### src/rtl/umult_arbiter.sv
// Two-requester round-robin front end for a shared 8x8 unsigned multiplier.
// Serves one request at a time and returns the product (or a timeout error) with a one-cycle ack.
module umult_arbiter #(
   parameter int unsigned TIMEOUT = 40
) (
   input  logic        clock,
   input  logic        _reset,
   input  logic        req0,
   input  logic        req1,
   input  logic [7:0]  a0,
   input  logic [7:0]  b0,
   input  logic [7:0]  a1,
   input  logic [7:0]  b1,
   output logic        ack0,
   output logic        ack1,
   output logic        err,
   output logic [15:0] result,
   output logic        gnt,
   output logic        busy,
   output logic        mul_start,
   output logic [7:0]  mul_a,
   output logic [7:0]  mul_b,
   input  logic [15:0] mul_result,
   input  logic        mul_done
);

   localparam int unsigned CNT_W = (TIMEOUT > 1) ? $clog2(TIMEOUT) : 1;
   localparam logic [CNT_W-1:0] CNT_LAST = CNT_W'(TIMEOUT - 1);

   typedef enum logic [1:0] {
      S_IDLE   = 2'd0,
      S_LAUNCH = 2'd1,
      S_WAIT   = 2'd2,
      S_RESP   = 2'd3
   } state_t;

   state_t           state;
   state_t           next_state;

   logic             pointer;
   logic             pointer_d;
   logic [CNT_W-1:0] count;
   logic [CNT_W-1:0] count_d;
   logic             timeout_hit;
   logic             pick;

   logic             ack0_d;
   logic             ack1_d;
   logic             err_d;
   logic [15:0]      result_d;
   logic             gnt_d;
   logic             busy_d;
   logic             mul_start_d;
   logic [7:0]       mul_a_d;
   logic [7:0]       mul_b_d;

   // The last WAIT cycle is the one in which the counter already holds TIMEOUT-1.
   assign timeout_hit = (count == CNT_LAST);

   // On a tie, serve the requester that was not served last.
   assign pick = (req0 && req1) ? ~pointer : req1;

   // State register
   always_ff @(posedge clock or negedge _reset) begin
      if (!_reset) begin
         state <= S_IDLE;
      end else begin
         state <= next_state;
      end
   end

   // Next-state logic
   always_comb begin
      next_state = state;
      case (state)
         S_IDLE:   if (req0 || req1) next_state = S_LAUNCH;
         S_LAUNCH: next_state = S_WAIT;
         S_WAIT:   if (mul_done || timeout_hit) next_state = S_RESP;
         S_RESP:   next_state = S_IDLE;
         default:  next_state = S_IDLE;
      endcase
   end

   // Next values for the registered outputs, counter and round-robin pointer
   always_comb begin
      ack0_d      = 1'b0;
      ack1_d      = 1'b0;
      mul_start_d = 1'b0;
      busy_d      = (next_state != S_IDLE);
      err_d       = err;
      result_d    = result;
      gnt_d       = gnt;
      mul_a_d     = mul_a;
      mul_b_d     = mul_b;
      count_d     = count;
      pointer_d   = pointer;
      case (state)
         S_IDLE: begin
            if (req0 || req1) begin
               gnt_d       = pick;
               mul_a_d     = pick ? a1 : a0;
               mul_b_d     = pick ? b1 : b0;
               mul_start_d = 1'b1;
            end
         end
         S_LAUNCH: begin
            count_d = '0;
         end
         S_WAIT: begin
            // A completion arriving on the timeout cycle still delivers its product.
            if (mul_done) begin
               result_d = mul_result;
               err_d    = 1'b0;
               ack0_d   = ~gnt;
               ack1_d   = gnt;
            end else if (timeout_hit) begin
               result_d = 16'h0000;
               err_d    = 1'b1;
               ack0_d   = ~gnt;
               ack1_d   = gnt;
            end else begin
               count_d = count + CNT_W'(1);
            end
         end
         S_RESP: begin
            pointer_d = gnt;
         end
         default: begin
            busy_d = 1'b0;
         end
      endcase
   end

   // Output and datapath registers
   always_ff @(posedge clock or negedge _reset) begin
      if (!_reset) begin
         ack0      <= 1'b0;
         ack1      <= 1'b0;
         err       <= 1'b0;
         result    <= 16'h0000;
         gnt       <= 1'b0;
         busy      <= 1'b0;
         mul_start <= 1'b0;
         mul_a     <= 8'h00;
         mul_b     <= 8'h00;
         count     <= '0;
         pointer   <= 1'b1;
      end else begin
         ack0      <= ack0_d;
         ack1      <= ack1_d;
         err       <= err_d;
         result    <= result_d;
         gnt       <= gnt_d;
         busy      <= busy_d;
         mul_start <= mul_start_d;
         mul_a     <= mul_a_d;
         mul_b     <= mul_b_d;
         count     <= count_d;
         pointer   <= pointer_d;
      end
   end

endmodule

### config.mk
export PLATFORM = sky130hd
export DESIGN_NAME = umult_arbiter
export DESIGN_NICKNAME = d
export VERILOG_FILES = /design/src/rtl/umult_arbiter.sv
export SDC_FILE = /design/constraint.sdc
export NUM_CORES = 1
export LEC_CHECK = 0
export BUFFER_PORTS_ARGS = -buffer_cell sky130_fd_sc_hd__clkbuf_2
export CORE_MARGIN = 5
export CORE_UTILIZATION = 48
export DETAILED_ROUTE_END_ITERATION = 12
export GPL_ROUTABILITY_DRIVEN = 0
export PLACE_DENSITY = 0.86
export SKIP_LAST_GASP = 1
export SLEW_MARGIN = 15
export SYNTH_ARGS = -nofsm -noshare
export SYNTH_HDL_FRONTEND = slang
export SYNTH_SLANG_ARGS = --single-unit
### constraint.sdc
create_clock -name clock -period 2.1 [get_ports clock]
set_clock_uncertainty 0.2 [all_clocks]
set_input_delay 0.21 -clock clock [delete_from_list [all_inputs] [get_ports clock]]
set_output_delay 0.21 -clock clock [all_outputs]
set_load 0.05 [all_outputs]
==> results.toml, run 1 <==
[status]
outcome = "finished, final reports clean"

[critical_path]
worstReg2RegStart = "pointer"
worstPathRequired_ns = 2.05
crit_type = "reg -> reg"
crit_arrival_ns = 1.98
critPathLaunchType = "flop"
worstPathMaxFanout = 17
crit_start = "pointer"
endpoint_kind = "flop"
reg2reg_slack_ns = 0.08

[die]
dieArea_mm2 = 0.00635
die_y_um = 79.7
top_level_ports = 91
core_mm2 = 0.00472
num_rows = 25
start_util_pct = 49.4
chipWidth_um = 79.7

[place]
port_buffers = 90
dp_hpwl_um = 4080
dp.cells = 370
preCtsSetupSlack_ns = 0.206
placed_cell_area_mm2 = 0.00287

[power_and_ir_drop]
pwr-share-comb_pct = 57.6
max-vdd-ir-drop_v = 0.000910
p_sw_mw = 2.63
power_density_mw_per_mm2 = 1540
swShare_pct = 52.1
power.internal_mw = 2.41
power_frac_clock_pct = 10.4
p_leak_nw = 1.59
seq_power_share_pct = 32.0

[synth]
synth_area_mm2 = 0.00233
syn-num-nets = 277
ys_seq_area_share_pct = 50.5
synthArstFlopShare_pct = 100
synthFlopType = "dfrtp_1"
syn_avg_cell_area_um2 = 10.7
syn_inst = 218
ys_warn_count = 0
synth-edff-count = 0
synth.distinct_cells = 37
ys_ff_latch = 47

[finish]
synthToLayoutAreaGrowth_pct = 40.0
design_area_mm2 = 0.00327
nets = 399
drive_above_1_share_pct = 33.1
n_antenna_cell = 0
stdcell_count = 408
layout_commonest_cell = "clkbuf_2"
final_cell_mix = "clkbuf_2, dfrtp_1, dlygate4sd3_1"

[global_route]
grtUsageTotal_pct = 21.3
grt_remaining_overflow = 0
grt_pass1_vias = 2241
antenna_found_initial = 0
grt_first_pass_wirelength_um = 10500
grt_max_degree = 48

[route]
antenna_left = 0
routed_via_density = 5.37
drc = 0
drtIter0Drc = 209
route.vias.total = 2189
wl_per_cell_um = 16.1
drt_pass1_iterations = 4
drt_wl_total_um = 6570

[timing]
period_needed_ns = 2.02
finalSetupViolCount = 0
tns_ns = 0
fin_ws_ns = 0.0780
tightest_slew_ns = 0.760
hold_ws_ns = 0.00233
max_slew_margin_pct = 49.1
rsz0062_at_grt = "false"
maxClockFrequency_mhz = 495
final_hold_viol_count = 0
final.period_utilization_pct = 96.3
slew_viol_final = 0

[clocking]
insertion_delay_ns = 0.30
clk_pin_slew_ns = 0.08
cts_buffers = 5
cts_tree = "yes"
htree_num_levels = 2
cts_buffer_depth = 2
root_buffer = "clkbuf_8"
clock_sinks = 47

[worst_hold_path]
hold_class = "in -> reg"
worstHoldStart = "b1[2]"

[job]
max_cap_violations = 0
-- kinds of logic (layout without fill, tap and decap cells) --
logic type      Yosys count  count (layout)  share of synthesized area, %
buf+inv                  22             145                          4.94
simple gates             57              57                          13.6
flops                    47              47                          50.5
compound gates           68              68                          20.0
mux                      18              18                          7.78
fa+ha+maj                 6               6                          3.22
-- metal layers --
layer	vias up	part of all wire, %	global-route usage, %
met4	0	4.3	11.3
li1	1030	-	-
met1	1044	38	24.1
met5	-	0	0
met3	23	6.3	5.42
met2	92	51	36.7
-- sequential cells by signal, indices dropped and copies added, names as in the netlist, 2 cells and up --
| name | flops |
|---|---|
| result | 16 |
| mul_a | 8 |
| mul_b | 8 |
| count | 6 |
| state | 2 |
-- repair_timing --
action | CTS | global route
resized for setup | 0 | 1
hold buffers | 29 | 1
setup endpoints to repair | 0 | 3
endpoints found under the hold margin | 69 | 1
buffers inserted | 0 | 0
-- cell usage after synthesis, types with 2 or more instances --
cell,instances,area [um2]
mux2i_1,17,170
inv_1,6,22.5
nand2b_1,16,100
buf_2,5,25.0
o21ai_1,7,35.0
a31oi_1,2,12.5
clkbuf_1,7,26.3
ha_1,6,75.1
dfrtp_1,46,1150
buf_6,3,33.8
a221o_1,16,160
o21ai_0,11,55.1
nand2_1,21,78.8
and2_1,3,18.8
a21oi_1,21,105
o211ai_1,4,30.0
nand4b_1,2,17.5
nor2_1,4,15.0
nor3b_1,2,15.0
nand3_1,2,10.0
-- per-stage QoR --
stage	util, %	total power, mW
finish	69.1	5.04
global route	69.1	5.34
CTS	68.7	5.00
detailed placement	60.8	4.41
global placement	60.8	4.33
floorplan	-	3.69
-- path summary, 6_finish.rpt --
check / to / depth (start not counted)
min: mul_b[2] / 3
max: mul_a[5] / 5
max in group asynchronous: pointer / 3
min in group asynchronous: result[10] / 3
max reg2reg: mul_a[5] / 5
min reg2reg: mul_b[6] / 2
-- area by class of cell --
class | count | area [um2]
timing repair buffer | 131 | 850
multi-input combinational | 149 | 1050
inverter | 6 | 22.5
clock buffer | 7 | 76.3
tap | 67 | 83.8
fill | 347 | 1460
sequential | 47 | 1180
clock inverter | 1 | 5.00
-- power groups by stage --
stage               Combinational, mW  Sequential (mW)  Clock, mW
global route                     3.10             1.66      0.578
floorplan                       0.978             2.71          0
CTS                              2.87             1.59      0.531
detailed placement               2.80             1.61          0
finish                           2.90             1.61      0.526
global placement                 2.74             1.58          0
-- worst max-delay path, cell delays in order, from the launching register on --
cell           delay, ns
dfstp_2             0.38
a21boi_2            0.14
buf_6               0.24
mux2i_1             0.23
dlygate4sd3_1       0.61
o21ai_1             0.08
Power figures use the tool's default switching activity.
==> run 2: changes to the inputs <==
Settings changed: SETUP_SLACK_MARGIN from default to 0.3, SLEW_MARGIN 15 to default.
==> results.toml, run 2 (synthesized netlist as in run 1, its figures left out) <==
[critical_path]
r2r_cells = 5
crit_type = "reg -> reg"
endpoint_kind = "flop"
critPathLaunchType = "flop"
worstPathMaxFanout = 18
worstPathRequired_ns = 2.08
crit_arrival_ns = 1.76

[power_and_ir_drop]
p_leak_nw = 1.62
max-vdd-ir-drop_v = 0.000994
power_density_mw_per_mm2 = 1540

[status]
outcome = "finished, final reports clean"

[clocking]
clock_sinks = 47
clk_pin_slew_ns = 0.09
cts_buffer_depth = 2
insertion_delay_ns = 0.30
htree_num_levels = 2
cts_buffers = 5
cts_tree = "yes"
root_buffer = "clkbuf_8"

[timing]
tns_ns = 0
fin_ws_ns = 0.315
maxClockFrequency_mhz = 560
max_slew_margin_pct = 52.1
final_hold_viol_count = 0
rsz0062_at_grt = "true"
period_needed_ns = 1.78
slew_viol_final = 0
tightest_slew_ns = 0.715
hold_ws_ns = 0.00216
final.period_utilization_pct = 85.0
finalSetupViolCount = 0

[finish]
final_cell_mix = "clkbuf_2, dfrtp_1, dlygate4sd3_1"
synthToLayoutAreaGrowth_pct = 43.9
nets = 404
largest_reg_flops = 16
utilization_pct = 71.0
n_antenna_cell = 0
drive_above_1_share_pct = 36.4
top_register = "result"
fillerInstances = 321
reg.largest.list = "result: 16 flops, mul_a: 8 flops, mul_b: 8 flops"
layout_commonest_cell = "clkbuf_2"

[global_route]
gr-max-usage-layer = "met2"
grt_util_met2_pct = 36.6
grtUsageTotal_pct = 20.7
antenna_found_initial = 0
grt_first_pass_wirelength_um = 10200
grt_pass1_vias = 2216
grt_max_degree = 48
grt_remaining_overflow = 0
met1_usage_pct = 23.1
met3_usage_pct = 5.53

[place]
preCtsSetupSlack_ns = 0.206
dp_hpwl_um = 4080
port_buffers = 90

[route]
drt_wl_total_um = 6620
drtIter0Drc = 197
wl_per_cell_um = 16.0
routed_via_density = 5.32
route.vias.total = 2197
drc = 0
drt_pass1_iterations = 4
antenna_left = 0

[die]
core_mm2 = 0.00472
top_level_ports = 91
start_util_pct = 49.4
num_rows = 25
dieArea_mm2 = 0.00635
die_y_um = 79.7
chipWidth_um = 79.7

[worst_hold_path]
hold_class = "in -> reg"
holdPathStages = 3

[job]
max_cap_violations = 0
==> run 2: area by class of cell <==
cell class              instances  area, um2  share of cell area [%]
clock buffers                   7       76.3                    2.27
clock inverters                 1       5.00                   0.149
inverters                       6       22.5                   0.671
multi-input cells             149       1100                    32.7
flip-flops and latches         47       1180                    35.2
well taps                      67       83.8                    2.50
repair buffers                136        891                    26.5
==> run 2: timing repair <==
item | CTS | global route
setup buffers | 0 | 5
hold buffers | 29 | 1
endpoints found under the setup margin | 31 | 18
gates resized for setup | 6 | 10
hold endpoints to repair | 69 | 1
pin swaps | 1 | 1
cloned | 0 | 0
==> run 2: worst paths after layout <==
path,to,slack (ns),startpoint
setup / recovery,result[2],0.32,count[1]
hold / removal,mul_b[5],0.002,b0[5]
setup reg to reg,result[2],0.32,count[1]
hold reg to reg,mul_b[6],0.29,mul_b[6]
max in group asynchronous,count[0],0.92,_reset
min in group asynchronous,result[7],0.34,_reset
==> run 2: metrics by stage <==
| stage | cell area [um2] | power [mW] | instances |
|---|---|---|---|
| finish | 3360 | 5.17 | 413 |
| floorplan | 2330 | 3.69 | 218 |
| detailed placement | 2870 | 4.41 | 370 |
| global placement | 2870 | 4.33 | 370 |
| global route | 3360 | 5.47 | 413 |
| CTS | 3270 | 5.02 | 407 |
==> run 2: critical path, stage by stage, from the launching register on <==
cell and delay, ns:
dfrtp_1 0.45, ha_2 0.27, and2_4 0.21, buf_8 0.16, a21oi_1 0.08, a221o_1 0.29
==> run 2: layer usage <==
layer / part of all wire [%] / vias to the layer above
met5: 0 / -
li1: - / 1041
met3: 6.3 / 17
met2: 53 / 87
met1: 38 / 1052
met4: 2.9 / 0
==> run 2: report_power, final <==
| group | total (mW) | internal [mW] | switching [mW] |
|---|---|---|---|
| clock | 0.532 | 0.234 | 0.298 |
| sequential | 1.63 | 1.31 | 0.315 |
| combinational | 3.01 | 0.945 | 2.07 |
==> run 3: changes to the inputs <==
Settings changed: ABC_AREA from default to 1, CORE_UTILIZATION 48 to 47.
Clock period 2.1 ns to 1.79 ns, I/O delays scaled along.
==> results.toml, run 3 <==
[finish]
drive_above_1_share_pct = 49.3
fillerInstances = 177
reg.largest.list = "result: 16 flops, mul_a: 8 flops, mul_b: 8 flops"
design_area_mm2 = 0.00385
final_cell_mix = "clkbuf_2, dfrtp_1, dlygate4sd3_1"
synthToLayoutAreaGrowth_pct = 78.5
n_antenna_cell = 0
layout_commonest_cell = "clkbuf_2"
largest_reg_flops = 16
nets = 476
top_register = "result"

[critical_path]
crit_path_max_incr_delay_ns = 0.42
crit_type = "reg -> reg"
cp_slowest_cell = "dfrtp_1"
crit_top_cell = "inv_2"
crit_arrival_ns = 1.73
r2r_cells = 8
worstPathRequired_ns = 1.79
crit_chain = "inv_2 > ha_4 > inv_2 > nor2_4 > buf_12 > buf_8 > o21ai_2 > o21ai_1"
crit_family = "buffers and inverters"
endpoint_kind = "flop"
worstReg2RegStart = "state[0]"
worstPathMaxFanout = 7
critPathLaunchType = "flop"
cp.depth = 8
critPathBufInv = 4
crit_start = "state[0]"
reg2reg_slack_ns = 0.06

[global_route]
grt_max_degree = 25
grt_pass1_vias = 2706
grt_remaining_overflow = 0
grtUsageTotal_pct = 26.7
antenna_found_initial = 0
grt_first_pass_wirelength_um = 12900

[place]
placed_cell_area_mm2 = 0.00269
dp_hpwl_um = 3850
port_buffers = 90

[synth]
synth-simple-area-share_pct = 27.3
synthArstFlopShare_pct = 100
ys_ff_latch = 47
yosysTopAreaCell = "dfrtp_1"
synthFlopType = "dfrtp_1"
syn-num-nets = 310
synth.area.mux_share_pct = 0
synth-xor-area-share_pct = 0
syn_avg_cell_area_um2 = 8.59
synth.distinct_cells = 28
synth-adder-area-share_pct = 3.48
synth.top_cells.by_area = "dfrtp_1, nand2_1, nand3_1"
synth_top_family_by_area = "simple AND/OR/NAND/NOR gates"
synth_area_mm2 = 0.00216
synth_top_cell_area_share_pct = 53.4
syn_inst = 251
synth_most_common_cell = "nand2_1"
synth_compound_area_share_pct = 8.88
synth-edff-count = 0
ys_seq_area_share_pct = 54.6
yosys-top-cells-count = "nand2_1, dfrtp_1, nand3_1, o21ai_0, nor2_1"
ys_warn_count = 0

[clocking]
cts_buffer_depth = 2
htree_num_levels = 2
root_buffer = "clkbuf_8"
clk_pin_slew_ns = 0.10
cts_buffers = 5
clock_sinks = 47
cts_tree = "yes"
insertion_delay_ns = 0.31

[status]
outcome = "finished, final reports clean"

[timing]
final_hold_viol_count = 0
tightest_slew_ns = 0.409
slew_viol_final = 0
max_slew_margin_pct = 72.7
maxClockFrequency_mhz = 578
period_needed_ns = 1.73
finalSetupViolCount = 0
rsz0062_at_grt = "true"
final.period_utilization_pct = 96.6

[die]
num_rows = 24
top_level_ports = 91
dieArea_mm2 = 0.00604
start_util_pct = 48.8
core_mm2 = 0.00441
die_y_um = 77.7
chipWidth_um = 77.7

[power_and_ir_drop]
p_leak_nw = 1.96
finalPower_mw = 7.44
power_density_mw_per_mm2 = 1930
max-vdd-ir-drop_v = 0.00137

[route]
drt_pass1_iterations = 5
wl_met2_um = 5070
route.vias.total = 2730
wl_per_cell_um = 21.4
drc = 0
met1_length_um = 3460
drt_wl_total_um = 10100
routed_via_density = 5.81
antenna_left = 0
wl_met3_um = 896
top_layer = "met4"
drtIter0Drc = 242

[worst_hold_path]
worstHoldStart = "a0[7]"
hold_class = "in -> reg"
holdPathStages = 3

[job]
max_cap_violations = 0
[run 3: tightest hold or removal path, delay by kind of cell]
kind | cells | cell delay [ns]
AOI/OAI and AO/OA | 2 | 0.21
buffers and inverters | 1 | 0.10
[run 3: area by class of cell]
| type | count | area [um2] | share of cell area, % |
|---|---|---|---|
| Inverter | 15 | 73.8 | 1.92 |
| Clock inverter | 1 | 8.76 | 0.228 |
| Multi-Input combinational cell | 179 | 1150 | 29.8 |
| Timing Repair Buffer | 168 | 1280 | 33.3 |
| Tap cell | 52 | 65.1 | 1.69 |
| Sequential cell | 47 | 1180 | 30.6 |
| Clock buffer | 7 | 86.3 | 2.24 |
| Timing Repair inverter | 1 | 8.76 | 0.228 |
[run 3: per-layer routing]
metal | vias up | GRT usage, %
met5 | - | 0
met4 | 0 | 11.5
met3 | 65 | 5.67
met2 | 225 | 50.0
met1 | 1303 | 28.4
li1 | 1137 | -
[run 3: logic make-up after synthesis]
| kind of cell | Yosys count |
|---|---|
| AOI/OAI and AO/OA | 37 |
| adders and majority gates | 6 |
| buffers and inverters | 25 |
| DFF | 47 |
| and+or+nand+nor | 136 |
[run 3: final timing paths]
check                             to
max in group asynchronous    pointer
max reg2reg                 mul_b[1]
min                         mul_a[7]
min in group asynchronous   mul_a[6]
min reg2reg                result[6]
max                         mul_b[1]
[run 3: timing repair]
| action | in CTS | in global routing |
|---|---|---|
| pin swaps | 12 | 26 |
| hold endpoints to repair | 79 | 0 |
| setup buffers | 15 | 8 |
| resized for setup | 43 | 74 |
| gates cloned | 4 | 1 |
| endpoints found under the setup margin | 42 | 44 |
| hold buffers | 43 | 0 |
[run 3: where the power goes]
group,total [mW],switching [mW],internal [mW]
combinational,4.77,3.17,1.60
clock,0.692,0.374,0.317
sequential,1.97,0.434,1.54
[run 3: per-stage QoR]
| stage | worst slack, ns | hold slack (ns) | std cells | util [%] | TNS [ns] |
|---|---|---|---|---|---|
| detailed placement | 0.142 | -0.00943 | 391 | 61.0 | 0 |
| finish | 0.0612 | 0.0131 | 470 | 87.2 | 0 |
| CTS | 0.268 | 0.00183 | 461 | 79.5 | 0 |
| global placement | 0.176 | -0.00365 | 391 | 61.0 | 0 |
| floorplan | 0.301 | -0.317 | 251 | - | 0 |
| global route | -0.0157 | 0.0165 | 470 | 87.2 | -0.0157 |
